--- config.mk ---
export PLATFORM = sky130hd
export DESIGN_NAME = encoder_step_counter_flat
export DESIGN_NICKNAME = d
export VERILOG_FILES = /design/src/rtl/encoder_step_counter_if.sv /design/src/rtl/encoder_step_counter.sv /design/src/flat_wrapper.sv
export SDC_FILE = /design/constraint.sdc
export NUM_CORES = 1
export LEC_CHECK = 0
export ABC_CLOCK_PERIOD_IN_PS = 4030
export BUFFER_PORTS_ARGS = -buffer_cell sky130_fd_sc_hd__buf_4
export CAP_MARGIN = 25
export CORE_MARGIN = 2
export CORE_UTILIZATION = 50
export DETAILED_ROUTE_END_ITERATION = 10
export PLACE_DENSITY = 0.68
export REMOVE_ABC_BUFFERS = 1
export SLEW_MARGIN = 20
export SYNTH_ARGS = -nofsm -noshare
export SYNTH_HDL_FRONTEND = slang
export SYNTH_SLANG_ARGS = --single-unit
--- constraint.sdc ---
create_clock -name i_clk -period 4.03 [get_ports i_clk]
set_clock_uncertainty 0.05 [all_clocks]
set_input_delay 1.209 -clock i_clk [delete_from_list [all_inputs] [get_ports i_clk]]
set_output_delay 1.209 -clock i_clk [all_outputs]
set_load 0.02 [all_outputs]
--- src/rtl/encoder_step_counter_if.sv ---
`default_nettype none
// ============================================================================
// Module : encoder_step_counter_if
// Purpose: Bundles the decoder-side step/polarity pulses, the position
//          clear/load controls and the position/speed/stall results of the
//          encoder step counter.
// Ports  : master - drives step, polarity, clear, load, load value;
//                   observes position, direction, period, status flags
//          slave  - the counter itself (mirror image of master)
// Rev    : 1.0  initial release
// ============================================================================
interface encoder_step_counter_if #(
  parameter int POS_WIDTH    = 16,
  parameter int PERIOD_WIDTH = 20
);
  logic                    i_step;
  logic                    i_polarity;
  logic                    i_clear;
  logic                    i_load;
  logic [POS_WIDTH-1:0]    i_load_value;
  logic [POS_WIDTH-1:0]    o_position;
  logic                    o_direction;
  logic [PERIOD_WIDTH-1:0] o_period;
  logic                    o_period_valid;
  logic                    o_new_period;
  logic                    o_stalled;

  modport master (
    output i_step, i_polarity, i_clear, i_load, i_load_value,
    input  o_position, o_direction, o_period, o_period_valid,
           o_new_period, o_stalled
  );

  modport slave (
    input  i_step, i_polarity, i_clear, i_load, i_load_value,
    output o_position, o_direction, o_period, o_period_valid,
           o_new_period, o_stalled
  );
endinterface
`default_nettype wire

--- src/rtl/encoder_step_counter.sv ---
`default_nettype none
// ============================================================================
// Module : encoder_step_counter
// Purpose: Tracks signed motor position from decoder step pulses, measures
//          the cycle interval between consecutive same-direction steps and
//          flags a stall when steps stop arriving.
// Ports  : i_clk   - master clock
//          i_rst_n - asynchronous active-low reset
//          bus     - slave modport: step/polarity/clear/load inputs,
//                    position/direction/period/valid/new_period/stalled
//                    outputs (all outputs registered)
// Rev    : 1.0  initial release
// ============================================================================
module encoder_step_counter #(
  parameter int POS_WIDTH    = 16,
  parameter int PERIOD_WIDTH = 20,
  parameter int STALL_CYCLES = 1000000
) (
  input  wire logic             i_clk,
  input  wire logic             i_rst_n,
  encoder_step_counter_if.slave bus
);

  typedef enum logic [1:0] {
    S_IDLE    = 2'd0,
    S_ARMED   = 2'd1,
    S_RUNNING = 2'd2
  } state_e;

  localparam logic [PERIOD_WIDTH-1:0] C_STALL    = PERIOD_WIDTH'(STALL_CYCLES);
  localparam logic [PERIOD_WIDTH-1:0] C_STALL_M1 = PERIOD_WIDTH'(STALL_CYCLES - 1);
  localparam logic [PERIOD_WIDTH-1:0] C_CNT_ONE  = PERIOD_WIDTH'(1);
  localparam logic [POS_WIDTH-1:0]    C_POS_ONE  = POS_WIDTH'(1);

  state_e                  state_q,        state_d;
  logic [PERIOD_WIDTH-1:0] cnt_q,          cnt_d;
  logic [POS_WIDTH-1:0]    position_q,     position_d;
  logic                    direction_q,    direction_d;
  logic [PERIOD_WIDTH-1:0] period_q,       period_d;
  logic                    period_valid_q, period_valid_d;
  logic                    new_period_q,   new_period_d;
  logic                    stalled_q,      stalled_d;

  // Interval of a step this cycle is cnt_q+1; it is usable as a period only
  // when strictly below the stall threshold. Comparing cnt_q against
  // STALL_CYCLES-1 avoids forming cnt_q+1, which could overflow when
  // STALL_CYCLES sits at the top of the counter range.
  logic w_in_window;
  assign w_in_window = (cnt_q < C_STALL_M1);

  // Position path: clear beats load beats step; modular wrap.
  always_comb begin
    position_d = position_q;
    if (bus.i_clear) begin
      position_d = '0;
    end else if (bus.i_load) begin
      position_d = bus.i_load_value;
    end else if (bus.i_step) begin
      position_d = bus.i_polarity ? (position_q + C_POS_ONE)
                                  : (position_q - C_POS_ONE);
    end
  end

  // Interval counter saturates so it cannot wrap while idle.
  always_comb begin
    cnt_d = cnt_q;
    if (bus.i_step) begin
      cnt_d = '0;
    end else if (cnt_q < C_STALL) begin
      cnt_d = cnt_q + C_CNT_ONE;
    end
  end

  // Speed / stall state machine.
  always_comb begin
    state_d        = state_q;
    direction_d    = direction_q;
    period_d       = period_q;
    period_valid_d = period_valid_q;
    new_period_d   = 1'b0;
    stalled_d      = stalled_q;

    case (state_q)
      S_IDLE: begin
        if (bus.i_step) begin
          state_d        = S_ARMED;
          direction_d    = bus.i_polarity;
          stalled_d      = 1'b0;
          period_d       = '0;
          period_valid_d = 1'b0;
        end
      end

      S_ARMED, S_RUNNING: begin
        if (bus.i_step) begin
          if (!w_in_window || (bus.i_polarity != direction_q)) begin
            // A too-late step and a reversal both just re-establish a
            // reference step; neither yields a period.
            state_d        = S_ARMED;
            direction_d    = bus.i_polarity;
            period_d       = '0;
            period_valid_d = 1'b0;
          end else begin
            state_d        = S_RUNNING;
            period_d       = cnt_q + C_CNT_ONE;
            period_valid_d = 1'b1;
            new_period_d   = 1'b1;
          end
        end else if (cnt_q >= C_STALL_M1) begin
          // This cycle's interval reaches STALL_CYCLES without a step.
          state_d        = S_IDLE;
          stalled_d      = 1'b1;
          period_d       = '0;
          period_valid_d = 1'b0;
        end
      end

      default: begin
        state_d = S_IDLE;
      end
    endcase
  end

  always_ff @(posedge i_clk or negedge i_rst_n) begin
    if (!i_rst_n) begin
      state_q        <= S_IDLE;
      cnt_q          <= '0;
      position_q     <= '0;
      direction_q    <= 1'b0;
      period_q       <= '0;
      period_valid_q <= 1'b0;
      new_period_q   <= 1'b0;
      stalled_q      <= 1'b1;
    end else begin
      state_q        <= state_d;
      cnt_q          <= cnt_d;
      position_q     <= position_d;
      direction_q    <= direction_d;
      period_q       <= period_d;
      period_valid_q <= period_valid_d;
      new_period_q   <= new_period_d;
      stalled_q      <= stalled_d;
    end
  end

  assign bus.o_position     = position_q;
  assign bus.o_direction    = direction_q;
  assign bus.o_period       = period_q;
  assign bus.o_period_valid = period_valid_q;
  assign bus.o_new_period   = new_period_q;
  assign bus.o_stalled      = stalled_q;

endmodule
`default_nettype wire

--- src/flat_wrapper.sv ---
// flat-port wrapper written by rule: the top's interface ports become plain ports
module encoder_step_counter_flat 
#(
  parameter int POS_WIDTH    = 16,
  parameter int PERIOD_WIDTH = 20,
  parameter int STALL_CYCLES = 1000000
)
  (i_clk, i_rst_n, bus_i_step, bus_i_polarity, bus_i_clear, bus_i_load, bus_i_load_value, bus_o_position, bus_o_direction, bus_o_period, bus_o_period_valid, bus_o_new_period, bus_o_stalled);
  encoder_step_counter_if #(.POS_WIDTH(POS_WIDTH), .PERIOD_WIDTH(PERIOD_WIDTH)) bus_i ();
  input  wire logic i_clk;
  input  wire logic i_rst_n;
  input wire logic [$bits(bus_i.i_step)-1:0] bus_i_step;
  input wire logic [$bits(bus_i.i_polarity)-1:0] bus_i_polarity;
  input wire logic [$bits(bus_i.i_clear)-1:0] bus_i_clear;
  input wire logic [$bits(bus_i.i_load)-1:0] bus_i_load;
  input wire logic [$bits(bus_i.i_load_value)-1:0] bus_i_load_value;
  output wire logic [$bits(bus_i.o_position)-1:0] bus_o_position;
  output wire logic [$bits(bus_i.o_direction)-1:0] bus_o_direction;
  output wire logic [$bits(bus_i.o_period)-1:0] bus_o_period;
  output wire logic [$bits(bus_i.o_period_valid)-1:0] bus_o_period_valid;
  output wire logic [$bits(bus_i.o_new_period)-1:0] bus_o_new_period;
  output wire logic [$bits(bus_i.o_stalled)-1:0] bus_o_stalled;
  assign bus_i.i_step = bus_i_step;
  assign bus_i.i_polarity = bus_i_polarity;
  assign bus_i.i_clear = bus_i_clear;
  assign bus_i.i_load = bus_i_load;
  assign bus_i.i_load_value = bus_i_load_value;
  assign bus_o_position = bus_i.o_position;
  assign bus_o_direction = bus_i.o_direction;
  assign bus_o_period = bus_i.o_period;
  assign bus_o_period_valid = bus_i.o_period_valid;
  assign bus_o_new_period = bus_i.o_new_period;
  assign bus_o_stalled = bus_i.o_stalled;
  encoder_step_counter #(.POS_WIDTH(POS_WIDTH), .PERIOD_WIDTH(PERIOD_WIDTH), .STALL_CYCLES(STALL_CYCLES)) u_core (.i_clk(i_clk), .i_rst_n(i_rst_n), .bus(bus_i));
endmodule
[Word-level counts from Yosys, hierarchy flattened]
Cells that the tools add are included.
Word-level totals
  bits in registers: 62
  bits in latches: 0
  memory bits (writable): 0
  bits in read-only memories: 0
  bits of input ports: 22
  output and inout port bits: 40
  logic and storage cells: 64
  memories: 0
Operators by class
  add/sub/neg operators: 3
  $mul: 0
  divide/modulo/power cells: 0
  magnitude comparators: 3
  equal/unequal tests: 9
  shifts and indexed selects: 0
  mux-type cells: 30
  bitwise gates (word level): 0
  reductions and logical operators: 11
Operator list (number)
  $mux W20: 6
  $mux W16: 4
  $lt A20 B20 Y1 const B: 2
  $pmux W20 S2: 1
  $add A20 B1 Y20 const B: 1
  $ge A20 B20 Y1 const B: 1
  $add A16 B1 Y16 const B: 1
  $sub A16 B1 Y16 const B: 1
  $mux W1: 11
  $mux W2: 4
  $reduce_and A4 Y1: 2
  $ne A2 B2 Y1 const B: 3
  $pmux W1 S2: 3
  $ne A2 B1 Y1 const B: 2
  $pmux W2 S2: 1
  $reduce_bool A2 Y1: 2
  $ne A3 B2 Y1 const B: 1
  $reduce_and A3 Y1: 1
  $reduce_bool A3 Y1: 1
  $eq A2 B1 Y1 const B: 1
  $eq A2 B2 Y1 const B: 1
  $logic_not A2 Y1: 1
  $reduce_and A2 Y1: 1
  $reduce_or A2 Y1: 1
  3 further kinds: 3

[Logic depth before layout (Yosys ltp)]
Gate-level depths: netlist of run 1.
  word-level depth: 6
  gate-level depth with buffers: 9
  gate-level depth less buffers: 8

[Worst setup path after synthesis of run 1]
Ideal clock, no wire load.
  path type: input to register
  from: in bus_i_polarity
  to: reg u_core.position_q[11], in the netlist u_core.bus.o_position[11]
  library setup time: 134 ps
  data arrival time: 3035 ps
  data required time: 3846 ps
  path slack: 811 ps
  stages on the path: 8
  buffers on the path: 0
  cell sequence: inv_1 > ha_1 > a211oi_2 > nor3_1 > o41a_1 > o31ai_1 > xor2_1 > o22ai_1
Between the ends
  longest elaborated chain between the ends: 4
Ends and longest elaborated chain
  start, declared: RTL line flat_wrapper.sv:13  | input wire logic [$bits(bus_i.i_polarity)-1:0] bus_i_polarity;
  $mux W16: RTL line encoder_step_counter.sv:59  | position_d = bus.i_polarity ? (position_q + C_POS_ONE)
  $mux W16: RTL line encoder_step_counter.sv:58  | end else if (bus.i_step) begin
  $mux W16: RTL line encoder_step_counter.sv:56  | end else if (bus.i_load) begin
  $mux W16: RTL line encoder_step_counter.sv:54  | if (bus.i_clear) begin
  end signal, assigned: RTL line encoder_step_counter.sv:137  | position_q <= position_d;
  end, declared: RTL line encoder_step_counter.sv:37  | logic [POS_WIDTH-1:0] position_q, position_d;
Every way passes these cells. The select of a mux whose other input is x is not followed.
A chain may end at the register's enable or synchronous reset.

[Final worst setup path of run 1]
  from: in bus_i_polarity
  to: reg u_core.position_q[13], in the netlist u_core.bus.o_position[13]
The elaborated chain is that of the path after synthesis.

==> impl_metrics.py, run 1 <==
metrics = {
    "setup_path": {
        "setup.worst_path.start_class": "input port",
        "r2r_start": "u_core.cnt_q[0]$_DFFE_PN0P_",
        "critPathKind": "input port to flip-flop",
        "critPathLaunch": "bus_i_polarity",
        "cpPeakStageDelay_ns": 0.49,
        "path_max_fanout": 15,
        "cp_cell_sequence": "buf_4 > inv_1 > buf_4 > ha_1 > a211oi_2 > nor3_1 > o41a_1 > o41ai_2 > mux2i_1 > nand2_1",
        "crit_top_cell": "buf_4",
        "crit_required_ns": 4.21,
        "critPathArrivalTime_ns": 3.38,
        "critPathSlowestCell": "o41a_1",
        "critical_path.endpoint_type": "flip-flop",
    },
    "sta": {
        "setup_viol": 0,
        "hold_ws_ns": 0.4364,
        "min_period_ns": 3.201,
        "tightest_slew_ns": 0.9211,
        "fin_tns_setup_ns": 0,
        "final_max_slew_viol_count": 0,
        "slew_headroom_pct": 38.58,
        "min_period_over_period_pct": 79.42,
        "fmax_ghz": 0.3124,
        "grt_setup_unrepaired": "false",
        "hold_viol": 0,
    },
    "synthesis": {
        "yosys-top-cells-count": "61 x dfrtp_1, 45 x nor2_1, 36 x nand2_1",
        "netlist_top_cells_area": "dfrtp_1 40%, ha_1 5.6%, xor2_1 5.3%, nor2_1 4.4%, o2bb2ai_1 4.3%",
        "synth_edf_count": 0,
        "yosys_most_used_dff": "dfrtp_1",
        "synth_seq_cells": 62,
        "synth_top_area_share_pct": 39.83,
        "synth.cell_area_um2": 3832,
        "ys_warn_count": 0,
        "ys_seq_area_share_pct": 40.52,
        "synth_most_common_cell": "dfrtp_1",
        "syn_area_per_cell_um2": 9.393,
        "synth_top_cell_by_area": "dfrtp_1",
        "netlist_instances": 408,
        "synth.distinct_cells": 65,
        "async_flop_share_pct": 100.0,
    },
    "placement": {
        "gp_congestion": 0.8463,
        "placed_area_um2": 4329,
        "dp_hpwl_mm": 6.084,
        "io_buffer_count": 61,
    },
    "finish": {
        "fin_area_um2": 4543,
        "antenna_cells": 0,
        "nets": 501,
        "areaGrowthSynthToFinish_pct": 18.54,
        "drive_above_1_share_pct": 19.74,
    },
    "drt": {
        "drtIter0Drc": 133,
        "ant_nets": 0,
        "drtPass1Iterations": 5,
        "vias": 3273,
        "route.detailed.drc": 0,
        "wire_per_inst_um": 15.85,
        "wl_mm": 8.957,
        "avgViaCountPerCell": 5.793,
    },
    "flow_run": {
        "drv_cap": 0,
    },
    "pwr": {
        "ir_drop_v": 0.0002408,
        "p_switching_uw": 643.0,
        "sw_frac_of_total_pct": 34.23,
        "p_leak_uw": 0.002093,
        "comb_power_share_pct": 29.9,
        "p_per_area_nw_per_um2": 413.5,
        "power.internal_uw": 1235,
        "clkPwrFrac_pct": 32.1,
        "p_seq_share_pct": 38.0,
    },
    "clock_tree": {
        "cts.sinks": 62,
        "cts-hold-fix-buffers": 0,
        "cts_buffer_depth": 2,
        "cts_tree": "built",
        "worst_skew_pair.late_latency_ns": 0.34,
        "post_cts_buffers": 0,
        "root_buffer": "clkbuf_8",
        "clkTransAtPathRegs_ns": 0.07,
        "htreeDepth": 3,
        "cts_buffers": 9,
        "cts.repair.resized": 0,
    },
    "grt": {
        "grt_max_degree": 63,
        "grt-ovfl-total": 0,
        "grt_usage_pct": 22.23,
        "grt_pass1_vias": 3157,
        "antenna_found_initial": 0,
        "grt_pass1_wl_mm": 15.00,
    },
    "run_status": {
        "outcome": "completed",
    },
    "floorplan": {
        "die_y_um": 91.55,
        "start_util_pct": 52.28,
        "fp.coreArea_um2": 7331,
        "rows": 31,
        "die_w_um": 91.55,
        "ios": 62,
        "dieArea_um2": 8381,
    },
    "worst_hold_path": {
        "min_from": "u_core.bus.o_period[8]$_DFFE_PN0P_",
        "min_path_type": "flip-flop to flip-flop",
    },
}
[final cells by class]
cell class | instances | area, µm²
sequential | 62 | 1553
timing repair buffer | 63 | 473.0
inverter | 13 | 48.80
clock inverter | 6 | 86.33
clock buffer | 10 | 127.6
tap | 99 | 123.9
fill | 628 | 2788
multi-input combinational | 312 | 2131
[through the flow]
| stage | power (µW) | utilization [%] | setup WS [ns] | cells |
|---|---|---|---|---|
| after floorplan | 1091 | - | 0.8144 | 387 |
| after global placement | 1281 | 59.05 | 0.6011 | 549 |
| after detailed placement | 1290 | 59.05 | 0.5012 | 549 |
| after CTS | 1900 | 61.97 | 0.8668 | 565 |
| after global routing | 1978 | 61.97 | 0.6664 | 565 |
| final | 1878 | 61.97 | 0.8293 | 565 |
[cells by family (layout without fill, tap and decap cells)]
kind of cell               count (synthesis)  after routing  synth area share [%]
AOI/OAI and AO/OA                        104            104                 20.37
adders and majority gates                 18             18                 6.072
buffers and inverters                     34             92                 3.983
xor gates and xnor gates                  41             41                 9.370
DFF                                       62             62                 40.52
and+or+nand+nor                          143            143                 18.12
muxes                                      6              6                 1.567
[flip-flops by register name, indices dropped and copies added (netlist names)]
name / cells
u_core.bus.o_direction: 1
u_core.bus.o_new_period: 1
u_core.bus.o_period: 20
u_core.bus.o_period_valid: 1
u_core.bus.o_position: 16
u_core.bus.o_stalled: 1
u_core.cnt_q: 20
u_core.state_q: 2
[worst paths after layout]
| check | end | slack, ns | depth (start not counted) |
|---|---|---|---|
| max in group asynchronous | u_core.bus.o_position[5]$_DFFE_PN0P_ | 2.49 | 1 |
| min in group asynchronous | u_core.bus.o_period[6]$_DFFE_PN0P_ | 0.90 | 1 |
| worst max-delay path | u_core.bus.o_position[13]$_DFFE_PN0P_ | 0.83 | 10 |
| worst min-delay path | u_core.bus.o_period[8]$_DFFE_PN0P_ | 0.44 | 1 |
| worst max register to register | u_core.bus.o_period[17]$_DFFE_PN0P_ | 1.45 | 7 |
| worst min register to register | u_core.bus.o_period[8]$_DFFE_PN0P_ | 0.44 | 1 |
[placed cells by master (no fill, tap or decap), drive strengths merged, types with 7 or more instances in the layout]
cell	Yosys	routed
a21oi	21	21
xor2	23	23
xnor2	18	18
ha	17	17
inv	12	12
clkbuf	13	10
nand3	16	16
and3	8	8
buf	8	63
o2bb2ai	19	19
dfrtp	61	61
o21ai	17	17
a211oi	7	7
nand2	36	36
nor3	13	13
nor2	45	45
[routing by layer]
layer	share of wire, %	up-vias	GRT usage [%]
li1	-	1581	-
met1	44	1587	28.24
met2	49	89	37.01
met3	4.5	16	3.900
met4	2.2	0	9.722
met5	0	-	0
[power by group through the flow]
stage / Combinational, µW / Clock (µW) / Sequential (µW)
final: 562 / 602 / 714
after global routing: 621 / 639 / 719
after CTS: 568 / 618 / 714
after detailed placement: 564 / 0 / 726
after global placement: 557 / 0 / 724
after floorplan: 330 / 0 / 760
[worst max-delay path: cells and delay by family]
kind | cells | cell delay (ns)
compound gates | 3 | 1.07
fa+ha+maj | 1 | 0.29
buf+inv | 3 | 0.39
mux | 1 | 0.25
simple gates | 2 | 0.16
(Power assumes the default switching activity.)
==> run 2, diff against run 1 <==
--- a/config.mk
+++ b/config.mk
@@ -5,13 +5,14 @@
 export SDC_FILE = /design/constraint.sdc
 export NUM_CORES = 1
 export LEC_CHECK = 0
-export ABC_CLOCK_PERIOD_IN_PS = 4030
+export ABC_AREA = 1
+export ABC_CLOCK_PERIOD_IN_PS = 3130
 export BUFFER_PORTS_ARGS = -buffer_cell sky130_fd_sc_hd__buf_4
 export CAP_MARGIN = 25
 export CORE_MARGIN = 2
 export CORE_UTILIZATION = 50
 export DETAILED_ROUTE_END_ITERATION = 10
-export PLACE_DENSITY = 0.68
+export PLACE_DENSITY = 0.67
 export REMOVE_ABC_BUFFERS = 1
 export SLEW_MARGIN = 20
 export SYNTH_ARGS = -nofsm -noshare
==> constraint.sdc (replaced) <==
create_clock -name i_clk -period 3.13 [get_ports i_clk]
set_clock_uncertainty 0.05 [all_clocks]
set_input_delay 0.939 -clock i_clk [delete_from_list [all_inputs] [get_ports i_clk]]
set_output_delay 0.939 -clock i_clk [all_outputs]
set_load 0.02 [all_outputs]
==> run 2 against run 1 <==
Setup slack worse by 0.091 ns; largest cell class unchanged; utilization is 2.2 points lower; critical path depth grew 4; register-to-register slack got worse by 0.45 ns; final area rose by 8.0%; via count is 21% higher; routed wire length rose by 15%; worst hold slack got worse by 0.0090 ns; synthesized cell count up 49%.
==> impl_metrics.py, run 2 <==
metrics = {
    "pwr": {
        "ir_drop_v": 0.0003044,
        "totalPowerFinal_uw": 2372,
        "p_per_area_nw_per_um2": 483.3,
        "p_leak_uw": 0.002764,
    },
    "clock_tree": {
        "worst_skew_pair.late_latency_ns": 0.34,
        "clkTransAtPathRegs_ns": 0.07,
        "cts_buffers": 9,
        "htreeDepth": 3,
        "root_buffer": "clkbuf_8",
        "cts.sinks": 62,
        "post_cts_buffers": 0,
        "cts_tree": "built",
        "cts.repair.resized": 0,
        "cts_buffer_depth": 2,
        "cts-hold-fix-buffers": 0,
    },
    "floorplan": {
        "fp.coreArea_um2": 8217,
        "ios": 62,
        "die_w_um": 95.94,
        "start_util_pct": 51.44,
        "die_y_um": 95.94,
        "rows": 33,
        "dieArea_um2": 9204,
    },
    "setup_path": {
        "cp.buffers_inverters": 4,
        "critPathSlowestCell": "ha_1",
        "cpPeakStageDelay_ns": 0.31,
        "critical_path.endpoint_type": "flip-flop",
        "critPathArrivalTime_ns": 2.57,
        "setup.worst_path.start_class": "input port",
        "crit_top_cell": "nand2_1",
        "crit_required_ns": 3.30,
        "critPathKind": "input port to flip-flop",
        "path_max_fanout": 12,
        "cp_cell_sequence": "buf_4 > inv_1 > buf_4 > ha_1 > nand2_1 > inv_1 > a21oi_1 > nand2_1 > nand2_1 > nand2_1 > nand2_1 > nand3_1 > nand2_1 > nand2_1",
        "crit_family": "simple AND/OR/NAND/NOR gates",
    },
    "placement": {
        "dp_slack_ns": 0.4079,
        "io_buffer_count": 61,
        "gp_congestion": 0.9064,
        "dp_hpwl_mm": 7.386,
        "placed_area_um2": 4735,
    },
    "synthesis": {
        "netlist_top_cells_area": "dfrtp_1 36%, nand2_1 20%, nand3_1 7.5%, inv_1 6.8%, nor2_1 5.8%",
        "async_flop_share_pct": 100.0,
        "yosys_most_used_dff": "dfrtp_1",
        "yosys-top-cells-count": "223 x nand2_1, 77 x inv_1, 65 x nor2_1",
        "synth_top_cell_by_area": "dfrtp_1",
        "synth.distinct_cells": 38,
        "syn_area_per_cell_um2": 6.952,
        "synth_seq_cells": 62,
        "ys_seq_area_share_pct": 36.74,
        "ys_warn_count": 0,
        "synth.cell_area_um2": 4227,
        "synth_most_common_cell": "nand2_1",
        "netlist_instances": 608,
        "synth_top_area_share_pct": 36.12,
        "synth_edf_count": 0,
    },
    "worst_hold_path": {
        "min_path_type": "flip-flop to flip-flop",
    },
    "drt": {
        "wire_per_inst_um": 13.22,
        "wl_mm": 10.31,
        "route.detailed.drc": 0,
        "avgViaCountPerCell": 5.056,
        "ant_nets": 0,
        "drtIter0Drc": 191,
        "drtPass1Iterations": 5,
        "vias": 3944,
    },
    "run_status": {
        "outcome": "completed",
    },
    "sta": {
        "grt_setup_unrepaired": "false",
        "setup_ws_ns": 0.7382,
        "hold_viol": 0,
        "min_period_over_period_pct": 76.42,
        "final_max_slew_viol_count": 0,
        "setup_viol": 0,
        "min_period_ns": 2.392,
        "fin_tns_setup_ns": 0,
        "tightest_slew_ns": 0.8072,
        "fmax_ghz": 0.4181,
        "slew_headroom_pct": 46.18,
    },
    "finish": {
        "drive_above_1_share_pct": 16.00,
        "final_cell_mix": "223 x nand2_1, 77 x inv_1, 66 x buf_4",
        "layout_commonest_cell": "nand2_1",
        "ff_latch_area_um2": 1553,
        "areaGrowthSynthToFinish_pct": 16.13,
        "multi_input_area_um2": 2251,
        "fin_area_um2": 4908,
        "utilization_pct": 59.74,
        "nets": 711,
        "fill_cells": 827,
        "antenna_cells": 0,
    },
    "grt": {
        "grt_pass1_wl_mm": 17.14,
        "grt-ovfl-total": 0,
        "grt_pass1_vias": 3596,
        "antenna_found_initial": 0,
        "grt_max_degree": 63,
        "grt_usage_pct": 23.89,
    },
    "flow_run": {
        "drv_cap": 0,
    },
}
run 2: cell types whose count changed after synthesis, moves of 11 or more:
cell	before	now
xnor2_1	18	7
inv_1	12	77
xor2_1	23	10
nand2_1	36	223
o2bb2ai_1	19	0
nor2_1	45	65
nand3_1	16	63
nor3_1	13	2
run 2: power breakdown:
group | internal (µW) | switching (µW)
Sequential | 869 | 54.8
Clock | 304 | 330
Combinational | 284 | 530
run 2: area by class of cell:
cell class                 instances  area share (%)
inverter                          81           6.194
multi-input combinational        451           45.86
tap                              105           2.677
clock buffer                      10           2.804
clock inverter                     5          0.7392
timing repair buffer              66           10.09
sequential                        62           31.63
run 2: final timing paths:
path / from / end / depth (start not counted) / slack (ns)
max in group asynchronous: i_rst_n / u_core.cnt_q[3]$_DFFE_PN0P_ / 1 / 1.86
min in group asynchronous: i_rst_n / u_core.bus.o_period[9]$_DFFE_PN0P_ / 1 / 0.62
worst max register to register: u_core.cnt_q[0]$_DFFE_PN0P_ / u_core.bus.o_period[0]$_DFFE_PN0P_ / 8 / 1.00
worst min register to register: u_core.bus.o_stalled$_DFFE_PN1P_ / u_core.bus.o_stalled$_DFFE_PN1P_ / 2 / 0.43
worst min-delay path: u_core.bus.o_stalled$_DFFE_PN1P_ / u_core.bus.o_stalled$_DFFE_PN1P_ / 2 / 0.43
worst max-delay path: bus_i_polarity / u_core.bus.o_position[11]$_DFFE_PN0P_ / 14 / 0.74
run 2: per-stage QoR:
| stage | cells | hold WS [ns] |
|---|---|---|
| global placement | 765 | 0.4128 |
| global route | 780 | 0.4374 |
| detailed placement | 765 | 0.4079 |
| finish | 780 | 0.4274 |
| CTS | 780 | 0.4265 |
| floorplan | 594 | 0.4175 |
run 2: cell families (layout without fill, tap and decap cells):
group | count (synthesis) | after routing | share of synthesized area (%)
AO/OA/AOI/OAI | 38 | 38 | 6.276
adder cells (fa/ha/maj) | 18 | 18 | 5.506
buffers and inverters | 95 | 162 | 10.01
flip-flops | 62 | 62 | 36.74
AND/OR/NAND/NOR | 378 | 378 | 37.95
XOR/XNOR | 17 | 17 | 3.523
run 2: layer usage:
| metal | global-route usage [%] | up-vias | wire (µm) |
|---|---|---|---|
| met4 | 6.667 | 0 | 113 |
| li1 | - | 2030 | - |
| met3 | 3.602 | 10 | 684 |
| met2 | 34.62 | 124 | 4343 |
| met5 | 0 | - | 0 |
| met1 | 36.79 | 1780 | 5166 |
run 2: tightest hold or removal path, delay by kind of cell, from the launching register on:
kind                   cells  cell delay [ns]
AO/OA/AOI/OAI              1             0.06
flip-flops                 1             0.37
buffers and inverters      1             0.04
==> run 3, diff against run 2 <==
--- a/config.mk
+++ b/config.mk
@@ -5,14 +5,14 @@
 export SDC_FILE = /design/constraint.sdc
 export NUM_CORES = 1
 export LEC_CHECK = 0
-export ABC_AREA = 1
-export ABC_CLOCK_PERIOD_IN_PS = 3130
+export ABC_AREA = 0
+export ABC_CLOCK_PERIOD_IN_PS = 1910
 export BUFFER_PORTS_ARGS = -buffer_cell sky130_fd_sc_hd__buf_4
 export CAP_MARGIN = 25
 export CORE_MARGIN = 2
 export CORE_UTILIZATION = 50
 export DETAILED_ROUTE_END_ITERATION = 10
-export PLACE_DENSITY = 0.67
+export PLACE_DENSITY = 0.71
 export REMOVE_ABC_BUFFERS = 1
 export SLEW_MARGIN = 20
 export SYNTH_ARGS = -nofsm -noshare
==> constraint.sdc (replaced) <==
create_clock -name i_clk -period 1.91 [get_ports i_clk]
set_clock_uncertainty 0.05 [all_clocks]
set_input_delay 0.573 -clock i_clk [delete_from_list [all_inputs] [get_ports i_clk]]
set_output_delay 0.573 -clock i_clk [all_outputs]
set_load 0.02 [all_outputs]
==> run 3 against run 2 <==
Worst hold slack lost 0.36 ns; the run now ends with negative setup slack left; via count is 1.9% lower; sequential cell count unchanged; final area grew 19%; first-iteration DRC count down 23%.
==> impl_metrics.py, run 3 (same netlist as run 1, synthesis figures left out) <==
metrics = {
    "floorplan": {
        "ios": 62,
        "start_util_pct": 52.28,
        "fp.coreArea_um2": 7331,
        "rows": 31,
        "die_w_um": 91.55,
        "dieArea_um2": 8381,
        "die_y_um": 91.55,
    },
    "sta": {
        "setup_viol": 35,
        "hold_viol": 0,
        "fmax_ghz": 0.4238,
        "tightest_slew_ns": 0.6390,
        "min_period_over_period_pct": 123.5,
        "final_max_slew_viol_count": 0,
        "setup_ws_ns": -0.4496,
        "slew_headroom_pct": 57.07,
        "grt_setup_unrepaired": "true",
        "min_period_ns": 2.360,
    },
    "pwr": {
        "p_switching_uw": 1709,
        "sw_frac_of_total_pct": 37.91,
        "p_leak_uw": 0.002644,
        "p_seq_share_pct": 33.5,
        "p_per_area_nw_per_um2": 771.9,
        "ir_drop_v": 0.0004567,
        "comb_power_share_pct": 44.1,
        "clkPwrFrac_pct": 22.5,
        "power.internal_uw": 2799,
    },
    "grt": {
        "antenna_found_initial": 0,
        "grt_usage_pct": 27.77,
        "grt_use_met3_pct": 4.398,
        "grt-ovfl-total": 0,
        "grt_use_met1_pct": 34.20,
        "grt.busiest_layer": "met2",
        "grt_pass1_wl_mm": 18.49,
        "grt_max_degree": 39,
        "use_met2_pct": 49.02,
        "grt_pass1_vias": 3798,
    },
    "finish": {
        "drive_above_1_share_pct": 46.88,
        "areaGrowthSynthToFinish_pct": 52.37,
        "finalNonFillerCells": 660,
        "final_cell_mix": "148 x buf_4, 57 x dfrtp_1, 45 x nor2_1",
        "antenna_cells": 0,
        "layout_commonest_cell": "buf_4",
        "nets": 598,
        "utilization_pct": 79.66,
        "multi_input_area_um2": 2710,
        "ff_latch_area_um2": 1558,
        "fill_cells": 433,
    },
    "drt": {
        "vias": 3869,
        "ant_nets": 0,
        "route.detailed.drc": 0,
        "drtIter0Drc": 147,
        "wl_mm": 12.01,
        "wire_per_inst_um": 18.20,
        "avgViaCountPerCell": 5.862,
        "drtPass1Iterations": 4,
    },
    "setup_path": {
        "setup.worst_path.start_class": "flip-flop",
        "rrSetupSlack_ns": -0.45,
        "critical_path.endpoint_type": "flip-flop",
        "crit_required_ns": 2.07,
        "path_max_fanout": 3,
        "critPathLaunch": "u_core.bus.o_position[1]$_DFFE_PN0P_",
        "critPathArrivalTime_ns": 2.52,
        "r2r-end": "u_core.bus.o_position[7]$_DFFE_PN0P_",
        "ff2ff_path_depth": 7,
        "r2r_start": "u_core.bus.o_position[1]$_DFFE_PN0P_",
        "critPathKind": "flip-flop to flip-flop",
    },
    "clock_tree": {
        "clkTransAtPathRegs_ns": 0.07,
        "cts_buffers": 9,
        "cts_tree": "built",
        "worst_skew_pair.late_latency_ns": 0.35,
        "cts_buffer_depth": 2,
        "root_buffer": "clkbuf_8",
        "htreeDepth": 3,
        "cts.sinks": 62,
    },
    "run_status": {
        "outcome": "finished with violations",
        "violations": "negative setup slack",
    },
    "flow_run": {
        "drv_cap": 0,
    },
    "placement": {
        "gp_congestion": 0.8940,
        "io_buffer_count": 61,
        "dp_hpwl_mm": 7.339,
        "dpl.cell_count": 627,
    },
    "worst_hold_path": {
        "min_path_type": "input port to async pin",
    },
}
## run 3: changes by cell type in the layout (fill, tap and decap cells not counted), moves of 8 or more
cell | before | now
xnor2_1 | 7 | 17
nor3_1 | 2 | 12
xor2_1 | 10 | 21
nor2_1 | 65 | 45
ha_1 | 17 | 7
ha_4 | 0 | 8
buf_4 | 66 | 148
nand3_1 | 63 | 11
nand2_1 | 223 | 33
o2bb2ai_2 | 0 | 19
inv_1 | 77 | 10
## run 3: layer usage
layer	up-vias	share of wire, %
met3	30	5.5
met4	0	2.4
li1	1780	-
met1	1904	39
met2	155	53
met5	-	0
## run 3: cell type report
type	instances	area share, %
repair buffers	157	21.04
clock inverters	4	0.4285
clock buffers	10	2.357
well taps	99	2.121
multi-input cells	315	46.41
flip-flops and latches	62	26.68
inverters	13	0.9642
## run 3: timing repair
item / 4_1_cts / 5_1_grt
buffers inserted: 10 / 9
hold buffers: 0 / 0
pin swaps: 31 / 32
endpoints found under the setup margin: 38 / 53
resized for setup: 69 / 53
gates cloned: 3 / 0
## run 3: critical path, cell delays in order (launching register included)
cell and delay (ns):
dfrtp_1 0.44, ha_4 0.31, a211oi_4 0.06, buf_4 0.14, o21ai_4 0.20, a2111oi_4 0.11
or4b_1 0.51, a311oi_1 0.39
## run 3: power by group through the flow
stage	sequential [µW]	combinational, µW	clock [µW]
after global routing	1520	2100	1090
after CTS	1500	1850	1020
after floorplan	1600	697	0
after detailed placement	1520	1480	0
after global placement	1520	1430	0
final	1510	1990	1010
## run 3: stage by stage
stage                     hold WS (ns)  cell area, µm²  setup WS (ns)  TNS [ns]  power, µW
after floorplan                 0.2274            3729        -0.6963    -22.98       2302
after global placement          0.4225            4923        -0.7154    -9.724       2947
after detailed placement        0.4252            4923        -0.8324    -11.61       2993
after CTS                      0.07632            5540        -0.2994    -5.713       4378
after global routing           0.09027            5839        -0.5326    -9.640       4709
final                          0.07154            5839        -0.4496    -6.662       4508
## run 3: worst max-delay path by stage
stage,endpoint,depth (start not counted)
2_1_floorplan,u_core.cnt_q[8]$_DFFE_PN0P_,6
3_3_place_gp,u_core.bus.o_position[11]$_DFFE_PN0P_,9
3_5_place_dp,u_core.bus.o_position[7]$_DFFE_PN0P_,8
4_1_cts,u_core.bus.o_position[13]$_DFFE_PN0P_,10
5_1_grt,u_core.bus.o_position[7]$_DFFE_PN0P_,7
6_report,u_core.bus.o_position[7]$_DFFE_PN0P_,7
